--- src/rtl/npu_cmd_dispatch_pkg.sv ---
// Shared types and constants for the NPU command dispatcher.
// Contents: command opcodes, FSM state codes, the 25-bit frame payload,
// error-bit indices and a tile address helper.
package npu_cmd_pkg;

  // Command opcodes carried in the frame cmd byte
  localparam logic [7:0] CMD_WR_TILE   = 8'h01;
  localparam logic [7:0] CMD_RD_TILE   = 8'h02;
  localparam logic [7:0] CMD_START_OP  = 8'h03;
  localparam logic [7:0] CMD_RD_STATUS = 8'h04;
  localparam logic [7:0] CMD_CLR_ERR   = 8'h05;

  // Dispatcher FSM state codes
  typedef logic [1:0] state_t;
  localparam state_t ST_IDLE      = 2'd0;
  localparam state_t ST_EXEC      = 2'd1;
  localparam state_t ST_WAIT_ACK  = 2'd2;
  localparam state_t ST_WAIT_DONE = 2'd3;

  // Decoded SPI frame as stored in the FIFO (25 bits)
  typedef struct packed {
    logic [7:0] cmd;
    logic [2:0] tile_i;
    logic [2:0] tile_j;
    logic [2:0] op_code;
    logic [7:0] data_in;
  } frame_t;

  // Bit positions inside the sticky err vector {tmo, ill, ovf}
  localparam int unsigned ERR_OVF = 0;
  localparam int unsigned ERR_ILL = 1;
  localparam int unsigned ERR_TMO = 2;

  // Tile store address {i,j} of a frame
  function automatic logic [5:0] tile_addr(input frame_t f);
    return {f.tile_i, f.tile_j};
  endfunction

endpackage

--- src/rtl/npu_cmd_dispatch_if.sv ---
// Bus bundle between the dispatcher and its neighbours (spi_slave frame
// side, compute engine request side, engine tile read port, status).
// slave  : the dispatcher's view.
// master : the view of whatever drives frames / acks and observes results.
interface npu_cmd_dispatch_if;
  logic       valid;
  logic [7:0] cmd;
  logic [2:0] tile_i;
  logic [2:0] tile_j;
  logic [2:0] op_code;
  logic [7:0] data_in;
  logic [7:0] data_out;
  logic       op_req;
  logic       op_ack;
  logic       op_done;
  logic [2:0] op_sel;
  logic [5:0] op_tile;
  logic [5:0] tile_rd_addr;
  logic [7:0] tile_rd_data;
  logic       busy;
  logic [2:0] err;

  modport slave (
    input  valid, cmd, tile_i, tile_j, op_code, data_in,
    input  op_ack, op_done, tile_rd_addr,
    output data_out, op_req, op_sel, op_tile, tile_rd_data, busy, err
  );

  modport master (
    output valid, cmd, tile_i, tile_j, op_code, data_in,
    output op_ack, op_done, tile_rd_addr,
    input  data_out, op_req, op_sel, op_tile, tile_rd_data, busy, err
  );
endinterface

--- src/rtl/npu_cmd_dispatch_fifo.sv ---
// Frame FIFO for the NPU command dispatcher.
// Ports: clk/rst (async active-high), push_i/pop_i, wdata_i (frame),
// rdata_c (head entry, combinational), full_c/empty_c (combinational flags),
// count_o (registered occupancy 0..DEPTH).
// The caller guarantees push_i is only asserted when not full or popping.
module npu_cmd_fifo
  import npu_cmd_pkg::*;
#(
  parameter  int unsigned DEPTH = 4,
  localparam int unsigned CW    = $clog2(DEPTH + 1)
) (
  input  logic          clk,
  input  logic          rst,
  input  logic          push_i,
  input  logic          pop_i,
  input  frame_t        wdata_i,
  output frame_t        rdata_c,
  output logic          full_c,
  output logic          empty_c,
  output logic [CW-1:0] count_o
);

  localparam int unsigned PW = $clog2(DEPTH);

  frame_t        mem_q [DEPTH];
  logic [PW-1:0] wr_ptr_q, rd_ptr_q;
  logic [CW-1:0] count_q;

  // Pointer increment with explicit modulo-DEPTH wrap
  function automatic logic [PW-1:0] next_ptr(input logic [PW-1:0] p);
    return (p == PW'(DEPTH - 1)) ? '0 : p + PW'(1);
  endfunction

  // Pointers and occupancy
  always_ff @(posedge clk or posedge rst) begin
    if (rst) begin
      wr_ptr_q <= '0;
      rd_ptr_q <= '0;
      count_q  <= '0;
    end else begin
      if (push_i) wr_ptr_q <= next_ptr(wr_ptr_q);
      if (pop_i)  rd_ptr_q <= next_ptr(rd_ptr_q);
      case ({push_i, pop_i})
        2'b10:   count_q <= count_q + CW'(1);
        2'b01:   count_q <= count_q - CW'(1);
        default: count_q <= count_q;
      endcase
    end
  end

  // Entry storage; contents are don't-care until written
  always_ff @(posedge clk) begin
    if (push_i) mem_q[wr_ptr_q] <= wdata_i;
  end

  assign rdata_c = mem_q[rd_ptr_q];
  assign full_c  = (count_q == CW'(DEPTH));
  assign empty_c = (count_q == '0);
  assign count_o = count_q;

endmodule

--- src/rtl/npu_cmd_dispatch.sv ---
// NPU command dispatcher: buffers decoded SPI frames, then executes them
// against an 8x8 byte tile store or the compute engine.
// Ports: clk, rst (async active-high), bus (npu_cmd_dispatch_if.slave):
//   frame in (valid/cmd/tile_i/tile_j/op_code/data_in), response data_out,
//   compute handshake (op_req/op_ack/op_done/op_sel/op_tile),
//   engine tile read (tile_rd_addr/tile_rd_data), busy, sticky err.
// Optional: NPU_DISPATCH_TIMEOUT_EN adds the TIMEOUT_CYCLES WAIT_DONE watchdog.
module npu_cmd_dispatch
  import npu_cmd_pkg::*;
#(
  parameter int unsigned FIFO_DEPTH = 4
`ifdef NPU_DISPATCH_TIMEOUT_EN
  , parameter int unsigned TIMEOUT_CYCLES = 4096
`endif
) (
  input  logic                    clk,
  input  logic                    rst,
  npu_cmd_dispatch_if.slave       bus
);

  localparam int unsigned CW = $clog2(FIFO_DEPTH + 1);

  frame_t        fifo_wdata, fifo_head;
  logic          fifo_push, fifo_pop, fifo_full, fifo_empty, fifo_ovf;
  logic [CW-1:0] fifo_count;

  state_t        state_q, state_d;
  frame_t        frame_q, frame_d;
  logic [7:0]    data_out_q, data_out_d;
  logic          op_req_q, op_req_d;
  logic [2:0]    op_sel_q, op_sel_d;
  logic [5:0]    op_tile_q, op_tile_d;
  logic [2:0]    err_q, err_d;
  logic          busy_q, busy_d;

  logic [7:0]    mem_q [64];
  logic          mem_we;
  logic [5:0]    mem_waddr;
  logic [7:0]    mem_wdata;

`ifdef NPU_DISPATCH_TIMEOUT_EN
  localparam int unsigned TW = $clog2(TIMEOUT_CYCLES);
  logic [TW-1:0] tmo_cnt_q, tmo_cnt_d;
`endif

  // Frame capture; a full FIFO still accepts when IDLE pops in the same cycle
  assign fifo_wdata = '{cmd: bus.cmd, tile_i: bus.tile_i, tile_j: bus.tile_j,
                        op_code: bus.op_code, data_in: bus.data_in};
  assign fifo_pop   = (state_q == ST_IDLE) && !fifo_empty;
  assign fifo_push  = bus.valid && (!fifo_full || fifo_pop);
  assign fifo_ovf   = bus.valid && fifo_full && !fifo_pop;

  npu_cmd_fifo #(.DEPTH(FIFO_DEPTH)) u_fifo (
    .clk     (clk),
    .rst     (rst),
    .push_i  (fifo_push),
    .pop_i   (fifo_pop),
    .wdata_i (fifo_wdata),
    .rdata_c (fifo_head),
    .full_c  (fifo_full),
    .empty_c (fifo_empty),
    .count_o (fifo_count)
  );

  // Next-state and output logic
  always_comb begin
    state_d    = state_q;
    frame_d    = frame_q;
    data_out_d = data_out_q;
    op_req_d   = op_req_q;
    op_sel_d   = op_sel_q;
    op_tile_d  = op_tile_q;
    err_d      = err_q;
    mem_we     = 1'b0;
    mem_waddr  = tile_addr(frame_q);
    mem_wdata  = frame_q.data_in;
`ifdef NPU_DISPATCH_TIMEOUT_EN
    tmo_cnt_d  = tmo_cnt_q;
`endif

    case (state_q)
      ST_IDLE: begin
        if (!fifo_empty) begin
          frame_d = fifo_head;
          state_d = ST_EXEC;
        end
      end

      ST_EXEC: begin
        state_d = ST_IDLE;
        case (frame_q.cmd)
          CMD_WR_TILE:   mem_we = 1'b1;
          CMD_RD_TILE:   data_out_d = mem_q[tile_addr(frame_q)];
          CMD_START_OP: begin
            op_req_d  = 1'b1;
            op_sel_d  = frame_q.op_code;
            op_tile_d = tile_addr(frame_q);
            state_d   = ST_WAIT_ACK;
          end
          CMD_RD_STATUS: data_out_d = {1'b1, err_q[ERR_TMO], err_q[ERR_ILL],
                                       err_q[ERR_OVF], 1'b0, 3'(fifo_count)};
          CMD_CLR_ERR:   err_d = '0;
          default:       err_d[ERR_ILL] = 1'b1;
        endcase
      end

      ST_WAIT_ACK: begin
        if (bus.op_ack) begin
          op_req_d = 1'b0;
          state_d  = bus.op_done ? ST_IDLE : ST_WAIT_DONE;
`ifdef NPU_DISPATCH_TIMEOUT_EN
          tmo_cnt_d = '0;
`endif
        end
      end

      ST_WAIT_DONE: begin
        if (bus.op_done) begin
          state_d = ST_IDLE;
`ifdef NPU_DISPATCH_TIMEOUT_EN
        end else if (tmo_cnt_q == TW'(TIMEOUT_CYCLES - 1)) begin
          err_d[ERR_TMO] = 1'b1;
          state_d        = ST_IDLE;
        end else begin
          tmo_cnt_d = tmo_cnt_q + TW'(1);
`endif
        end
      end

      default: state_d = ST_IDLE;
    endcase

    // Overflow applied last so it survives a CLR_ERR in the same cycle
    if (fifo_ovf) err_d[ERR_OVF] = 1'b1;

    busy_d = (state_d != ST_IDLE);
  end

  // State and output registers
  always_ff @(posedge clk or posedge rst) begin
    if (rst) begin
      state_q    <= ST_IDLE;
      frame_q    <= '0;
      data_out_q <= '0;
      op_req_q   <= 1'b0;
      op_sel_q   <= '0;
      op_tile_q  <= '0;
      err_q      <= '0;
      busy_q     <= 1'b0;
`ifdef NPU_DISPATCH_TIMEOUT_EN
      tmo_cnt_q  <= '0;
`endif
    end else begin
      state_q    <= state_d;
      frame_q    <= frame_d;
      data_out_q <= data_out_d;
      op_req_q   <= op_req_d;
      op_sel_q   <= op_sel_d;
      op_tile_q  <= op_tile_d;
      err_q      <= err_d;
      busy_q     <= busy_d;
`ifdef NPU_DISPATCH_TIMEOUT_EN
      tmo_cnt_q  <= tmo_cnt_d;
`endif
    end
  end

  // 8x8 tile store, cleared by reset
  always_ff @(posedge clk or posedge rst) begin
    if (rst) begin
      for (int k = 0; k < 64; k++) mem_q[k] <= '0;
    end else if (mem_we) begin
      mem_q[mem_waddr] <= mem_wdata;
    end
  end

  assign bus.data_out     = data_out_q;
  assign bus.op_req       = op_req_q;
  assign bus.op_sel       = op_sel_q;
  assign bus.op_tile      = op_tile_q;
  assign bus.busy         = busy_q;
  assign bus.err          = err_q;
  assign bus.tile_rd_data = mem_q[bus.tile_rd_addr];

endmodule

--- src/flat_wrapper.sv ---
// flat-port wrapper written by rule: the top's interface ports become plain ports
module npu_cmd_dispatch_flat import npu_cmd_pkg::*;
#(
  parameter int unsigned FIFO_DEPTH = 4

)
  (clk, rst, bus_valid, bus_cmd, bus_tile_i, bus_tile_j, bus_op_code, bus_data_in, bus_op_ack, bus_op_done, bus_tile_rd_addr, bus_data_out, bus_op_req, bus_op_sel, bus_op_tile, bus_tile_rd_data, bus_busy, bus_err);
  npu_cmd_dispatch_if bus_i ();
  input  logic clk;
  input  logic rst;
  input wire logic [$bits(bus_i.valid)-1:0] bus_valid;
  input wire logic [$bits(bus_i.cmd)-1:0] bus_cmd;
  input wire logic [$bits(bus_i.tile_i)-1:0] bus_tile_i;
  input wire logic [$bits(bus_i.tile_j)-1:0] bus_tile_j;
  input wire logic [$bits(bus_i.op_code)-1:0] bus_op_code;
  input wire logic [$bits(bus_i.data_in)-1:0] bus_data_in;
  input wire logic [$bits(bus_i.op_ack)-1:0] bus_op_ack;
  input wire logic [$bits(bus_i.op_done)-1:0] bus_op_done;
  input wire logic [$bits(bus_i.tile_rd_addr)-1:0] bus_tile_rd_addr;
  output wire logic [$bits(bus_i.data_out)-1:0] bus_data_out;
  output wire logic [$bits(bus_i.op_req)-1:0] bus_op_req;
  output wire logic [$bits(bus_i.op_sel)-1:0] bus_op_sel;
  output wire logic [$bits(bus_i.op_tile)-1:0] bus_op_tile;
  output wire logic [$bits(bus_i.tile_rd_data)-1:0] bus_tile_rd_data;
  output wire logic [$bits(bus_i.busy)-1:0] bus_busy;
  output wire logic [$bits(bus_i.err)-1:0] bus_err;
  assign bus_i.valid = bus_valid;
  assign bus_i.cmd = bus_cmd;
  assign bus_i.tile_i = bus_tile_i;
  assign bus_i.tile_j = bus_tile_j;
  assign bus_i.op_code = bus_op_code;
  assign bus_i.data_in = bus_data_in;
  assign bus_i.op_ack = bus_op_ack;
  assign bus_i.op_done = bus_op_done;
  assign bus_i.tile_rd_addr = bus_tile_rd_addr;
  assign bus_data_out = bus_i.data_out;
  assign bus_op_req = bus_i.op_req;
  assign bus_op_sel = bus_i.op_sel;
  assign bus_op_tile = bus_i.op_tile;
  assign bus_tile_rd_data = bus_i.tile_rd_data;
  assign bus_busy = bus_i.busy;
  assign bus_err = bus_i.err;
  npu_cmd_dispatch #(.FIFO_DEPTH(FIFO_DEPTH)) u_core (.clk(clk), .rst(rst), .bus(bus_i));
endmodule
--- config.mk ---
export PLATFORM = sky130hd
export DESIGN_NAME = npu_cmd_dispatch_flat
export DESIGN_NICKNAME = d
export VERILOG_FILES = /design/src/rtl/npu_cmd_dispatch_pkg.sv /design/src/rtl/npu_cmd_dispatch_if.sv /design/src/rtl/npu_cmd_dispatch_fifo.sv /design/src/rtl/npu_cmd_dispatch.sv /design/src/flat_wrapper.sv
export SDC_FILE = /design/constraint.sdc
export NUM_CORES = 1
export LEC_CHECK = 0
export ABC_AREA = 1
export BUFFER_PORTS_ARGS = -buffer_cell sky130_fd_sc_hd__buf_2
export CAP_MARGIN = 20
export CELL_PAD_IN_SITES_DETAIL_PLACEMENT = 1
export CELL_PAD_IN_SITES_GLOBAL_PLACEMENT = 2
export CORE_UTILIZATION = 40
export DETAILED_ROUTE_END_ITERATION = 8
export PLACE_DENSITY_LB_ADDON = 0.1
export RECOVER_POWER = 50
export SLEW_MARGIN = 20
export SYNTH_ARGS = -nofsm -noshare
export SYNTH_HDL_FRONTEND = slang
export SYNTH_SLANG_ARGS = --single-unit
--- constraint.sdc ---
create_clock -name clk -period 57.7 [get_ports clk]
set_input_delay 8.655 -clock clk [delete_from_list [all_inputs] [get_ports clk]]
set_output_delay 8.655 -clock clk [all_outputs]
set_load 0.05 [all_outputs]
==> results of run 1 <==
routing by layer:
layer / up-vias / wire, µm
li1: 15360 / -
met1: 16410 / 65420
met2: 623 / 63610
met3: 206 / 5432
met4: 0 / 4672
met5: - / 0
layout make-up:
cell class | instances | area (µm²) | share of cell area, %
clock buffer | 123 | 2386 | 6.121
clock inverter | 26 | 282.8 | 0.7254
inverter | 567 | 2155 | 5.527
multi-input combinational | 3254 | 14760 | 37.86
sequential | 667 | 17210 | 44.14
tap | 1176 | 1471 | 3.775
timing repair buffer | 119 | 720.7 | 1.849
cells by family (layout without fill, tap and decap cells):
logic type	after synthesis	count (layout)
fa+ha+maj	6	6
xor+xnor	2	2
mux	1	1
simple gates	1962	1962
other cells	1	1
buf+inv	917	835
compound gates	1282	1282
flops	667	667
synth_stat cells (2+ instances only):
library cell	instances	area [µm²]
nor2_1	138	518.0
nor3_2	2	20.02
a31oi_1	8	50.05
inv_1	549	2061
buf_6	37	416.7
o22ai_1	17	106.4
a21oi_1	256	1281
edfxtp_1	100	3003
nand3_1	352	1762
nand2_2	9	56.30
o21ai_2	44	385.4
o21ai_0	867	4339
nor3_4	70	1139
or2_2	2	12.51
ha_1	5	62.56
buf_2	28	140.1
buf_1	47	176.4
clkbuf_1	200	750.7
nor3_1	5	25.02
inv_2	12	45.04
clkbuf_8	3	41.29
buf_12	2	40.04
o21ai_1	35	175.2
buf_4	32	240.2
nand4_1	2	12.51
dfrtp_1	567	14190
o211ai_1	53	397.9
nand2_1	1380	5180
inv_4	5	31.28
xor2_1	2	17.52
power groups by stage:
| stage | clock network [mW] | registers (mW) | logic, mW |
|---|---|---|---|
| finish | 0.522 | 0.558 | 0.551 |
| global route | 0.547 | 0.563 | 0.594 |
| CTS | 0.532 | 0.558 | 0.574 |
| detailed placement | 0 | 0.566 | 0.571 |
| global placement | 0 | 0.565 | 0.565 |
| floorplan | 0 | 0.562 | 0.352 |
state kept, by name, summed over array words and instances (netlist names), 3 cells and up:
register / flops
u_core.bus.data_out: 8
u_core.frame_q: 17
u_core.u_fifo.count_o: 3
u_core.bus.op_tile: 6
u_core.u_fifo.mem_q: 100
u_core.mem_wdata: 8
u_core.bus.op_sel: 3
u_core.mem_q: 512
per-stage QoR:
step	setup WS (ns)	hold slack, ns	util [%]
after global placement	36.97	0.4604	41.15
after global routing	36.78	0.5133	43.04
after CTS	36.97	0.4835	44.09
after floorplan	33.19	0.4640	-
after detailed placement	36.98	0.4674	41.15
final	36.92	0.4751	43.04
final timing paths:
| check | depth (start not counted) | end | startpoint | slack (ns) |
|---|---|---|---|---|
| setup / recovery | 12 | bus_tile_rd_data[5] | bus_tile_rd_addr[1] | 36.92 |
| hold / removal | 2 | u_core.bus.data_out[3] | u_core.bus.data_out[3] | 0.48 |
| setup reg to reg | 6 | u_core.mem_q[33] | u_core.frame_q[13] | 49.04 |
| hold reg to reg | 2 | u_core.bus.data_out[3] | u_core.bus.data_out[3] | 0.48 |
| max in group asynchronous | 4 | u_core.mem_wdata[3] | rst | 44.93 |
| min in group asynchronous | 2 | u_core.mem_q[224] | rst | 9.56 |
critical path, cell delays in order:
cell,delay [ns]
buf_6,0.26
inv_4,0.85
buf_4,0.75
a21oi_1,0.10
o21ai_0,0.13
nand3_1,0.12
nand2_1,0.26
nand2_1,0.08
nand3_1,0.10
nand3_1,0.22
nand2_1,0.19
buf_2,0.28
==> flow_metrics.tcl, run 1 <==
set metrics [dict create \
    synth_xor_area_share_pct 0.04764 \
    drc_errors 0 \
    antenna_found_initial 0 \
    synthAdderAreaFrac_pct 0.2246 \
    yosysUniqueCellTypes 39 \
    gr-usage-met1_pct 42.68 \
    hold_buffers 0 \
    required_ns 49.05 \
    ant_nets 0 \
    fin_cells 5932 \
    cts_resized 0 \
    dp_cells 5783 \
    fp.dieH_um 305.2 \
    clock-skew-final_ns 0.02879 \
    max-cap-violations 73 \
    start_util_pct 40.60 \
    synth_compound_area_share_pct 18.37 \
    power_frac_comb_pct 33.8 \
    layout_common_cells "1388 x nand2_1, 927 x o21ai_0, 557 x dfrtp_1" \
    layout_commonest_cell "nand2_1" \
    fmax_mhz 48.13 \
    globalplace.congestion 0.8218 \
    synth_area_mm2 0.03677 \
    synth_nets 4880 \
    dr.pass1.iters 5 \
    hp-class "register to register" \
    ioPinCount 66 \
    violations "max-capacitance violations, max-slew violations" \
    cts_buffer_depth 3 \
    async_flop_share_pct 85.01 \
    area_growth_pct 6.016 \
    power.share.sequential_pct 34.2 \
    grt_usage_pct 30.09 \
    use_met3_pct 3.453 \
    die_area_mm2 0.09314 \
    ys_ff_latch 667 \
    clk-insertion-delay-late_ns 0.68 \
    critPathMaxFanout 71 \
    overflow 0 \
    p_per_area_mw_per_mm2 41.83 \
    cts_sinks 667 \
    vias_per_cell 5.496 \
    status "finished, violations left" \
    numCtsBuffers 82 \
    num_vias 32600 \
    placed_area_mm2 0.03726 \
    startpoint_type "input port" \
    fillers 11250 \
    drv_slew 1408 \
    dpl.hpwl_mm 85.76 \
    swShare_pct 42.97 \
    period_needed_ns 20.78 \
    slew_headroom_pct -259.1 \
    p_leak_nw 17.12 \
    core_mm2 0.09056 \
    grt_pass1_vias 32930 \
    grt_setup_unrepaired "false" \
    grt_max_degree 142 \
    clockRootBuffer "clkbuf_16" \
    worstMarginPinSlew_ns 5.387 \
    muxShareOfSynthArea_pct 0.02722 \
    synthesis.instances 4838 \
    h-tree-depth 3 \
    synth-edff-count 100 \
    setup_viol 0 \
    fp.dieW_um 305.2 \
    num_rows 110 \
    nNetsFinal 4733 \
    p_sw_mw 0.7006 \
    first_iter_violations 2331 \
    peakVddDrop_uv 38.64 \
    cts_tree "yes" \
    antenna_cells 0 \
    worstPathArrival_ns 12.12 \
    synth_flop_cell "dfrtp_1" \
    drive_gt1_share_pct 5.509 \
    post_cts.repair.setup_buffers 0 \
    finalHoldViolations 0 \
    io_buffers 64 \
    clockPowerShare_pct 32.0 \
    grt_pass1_wl_mm 212.5 \
    crit_type "input port to output port" \
    clk_pin_slew_ns 0.05 \
    finalInstanceArea_mm2 0.03898 \
    end_kind "output port" \
    finalPower_mw 1.630 \
    avgSynthCellArea_um2 7.600 \
    intPower_mw 0.9299 \
    yosysSeqAreaShare_pct 46.76 \
    setup_tns_ns 0 \
    grt-busiest-layer "met2" \
    drt-total-wl_mm 139.1 \
    fin_crit_sh_pct 36.01 \
    yosysWarnings 0 \
    avgRoutedWirePerCell_um 23.45 \
    met2_usage_pct 47.94 \
    synth_simple_gate_area_share_pct 23.79 \
    synth_top_family_by_area "simple AND/OR/NAND/NOR gates" \
]
Note: power is estimated with default switching activity, not from simulation.
==> inputs of run 2 (changes only) <==
--- a/config.mk
+++ b/config.mk
@@ -10,7 +10,7 @@
 export CAP_MARGIN = 20
 export CELL_PAD_IN_SITES_DETAIL_PLACEMENT = 1
 export CELL_PAD_IN_SITES_GLOBAL_PLACEMENT = 2
-export CORE_UTILIZATION = 40
+export CORE_UTILIZATION = 38
 export DETAILED_ROUTE_END_ITERATION = 8
 export PLACE_DENSITY_LB_ADDON = 0.1
 export RECOVER_POWER = 50
==> constraint.sdc (replaced) <==
create_clock -name clk -period 20.6 [get_ports clk]
set_input_delay 3.09 -clock clk [delete_from_list [all_inputs] [get_ports clk]]
set_output_delay 3.09 -clock clk [all_outputs]
set_load 0.05 [all_outputs]
==> flow_metrics.tcl, run 2 (synthesized netlist as in run 1, its figures left out) <==
set metrics [dict create \
    startpoint_type "input port" \
    violations "max-capacitance violations, max-slew violations" \
    fmax_mhz 102.1 \
    fillers 11700 \
    crit_slowest_cell "clkinvlp_2" \
    overflow 0 \
    peakVddDrop_uv 100.1 \
    fp.dieH_um 313.1 \
    grt_pass1_vias 33140 \
    layout_common_cells "1381 x nand2_1, 871 x o21ai_0, 558 x dfrtp_1" \
    area_growth_pct 8.470 \
    worstMarginPinSlew_ns 5.104 \
    vias_per_cell 5.527 \
    fin_crit_sh_pct 47.53 \
    first_iter_violations 2865 \
    clk-insertion-delay-late_ns 0.68 \
    worstPathArrival_ns 10.46 \
    io_buffers 64 \
    path_delay_family "buffers and inverters" \
    pre_cts_slack_ns 11.09 \
    top_register "u_core.mem_q" \
    regArea_mm2 0.01721 \
    drive_gt1_share_pct 7.495 \
    avgRoutedWirePerCell_um 24.79 \
    period_needed_ns 9.791 \
    drv_slew 688 \
    multi_input_area_mm2 0.01554 \
    start_util_pct 38.53 \
    status "finished, violations left" \
    layout_commonest_cell "nand2_1" \
    cts_buffer_depth 3 \
    path_cells "buf_2 -> clkinvlp_2 -> clkbuf_1 -> buf_4 -> buf_4" \
    grt_usage_pct 30.60 \
    grt_max_degree 150 \
    p_per_area_mw_per_mm2 118.4 \
    p_leak_nw 17.89 \
    setup_viol 0 \
    fp.dieW_um 313.1 \
    clk_pin_slew_ns 0.05 \
    numCtsBuffers 83 \
    antenna_cells 0 \
    largest_register_ff_count 512 \
    critPathMaxFanout 106 \
    dr.pass1.iters 5 \
    critPathBufInv 5 \
    die_area_mm2 0.09801 \
    dpl.hpwl_mm 94.20 \
    setup_tns_ns 0 \
    num_vias 33240 \
    post_cts.repair.setup_buffers 0 \
    drc_errors 0 \
    cts_tree "yes" \
    core_mm2 0.09544 \
    required_ns 21.27 \
    num_rows 113 \
    h-tree-depth 3 \
    setup_ws_ns 10.81 \
    grt_setup_unrepaired "false" \
    ant_nets 0 \
    hp-class "register to register" \
    cts_resized 0 \
    antenna_found_initial 3 \
    grt_pass1_wl_mm 224.5 \
    end_kind "asynchronous set/reset pin" \
    finalHoldViolations 0 \
    clockRootBuffer "clkbuf_16" \
    cts_sinks 667 \
    nNetsFinal 4732 \
    crit_type "input port to asynchronous set/reset pin" \
    slew_headroom_pct -240.3 \
    slowest_delay_ns 2.78 \
    clock-skew-final_ns 0.02304 \
    max-cap-violations 22 \
    globalplace.congestion 0.8472 \
    ioPinCount 66 \
    drt-total-wl_mm 149.1 \
    hold_buffers 0 \
    cpMostUsedCell "buf_4" \
    reg_top3 "u_core.mem_q (512), u_core.u_fifo.mem_q (100), u_core.frame_q (17)" \
]
[run 2: area by class of cell]
cell class,count,share of cell area (%)
Clock inverter,30,0.7968
Clock buffer,115,5.967
Multi-Input combinational cell,3254,38.97
Timing Repair Buffer,117,1.747
Inverter,567,5.402
Tap cell,1265,3.969
Sequential cell,667,43.15
[run 2: tightest hold or removal path, cell delays in order (launching register included)]
cell	delay (ns)
dfrtp_1	0.34
nand2_1	0.05
o21ai_0	0.06
[run 2: layer usage]
metal  track usage, %  routed length [µm]  vias up
li1                 -                   -    15390
met1            44.14               69860    16790
met2            47.36               66490      854
met3            4.936                8670      213
met4            8.404                4044        4
met5                0                  27        -
[run 2: power breakdown]
group          switching, mW  internal (mW)
registers              0.148           1.47
clock network          0.613          0.878
logic                   1.32          0.297
total                   2.08           2.64
[run 2: final timing paths]
check / startpoint / to / slack [ns] / cells after the start
hold reg to reg: u_core.bus.op_tile[0] / u_core.bus.op_tile[0] / 0.48 / 2
hold / removal: u_core.bus.op_tile[0] / u_core.bus.op_tile[0] / 0.48 / 2
setup reg to reg: u_core.frame_q[12] / u_core.mem_q[236] / 12.52 / 7
min in group asynchronous: rst / u_core.mem_q[53] / 3.94 / 2
max in group clk: bus_tile_rd_addr[0] / bus_tile_rd_data[5] / 11.07 / 10
setup / recovery: rst / u_core.mem_q[491] / 10.81 / 5
[run 2: per-stage QoR]
step	total power, mW	instances	hold WS [ns]	area [µm²]	utilization, %
6_report	4.723	6015	0.4783	39880	41.79
3_5_place_dp	3.252	5870	0.4688	37370	39.16
3_3_place_gp	3.235	5870	0.4627	37370	39.16
2_1_floorplan	2.560	4838	0.4640	36770	-
5_1_grt	4.919	6015	0.5165	39880	41.79
4_1_cts	4.754	6015	0.4826	40070	41.98
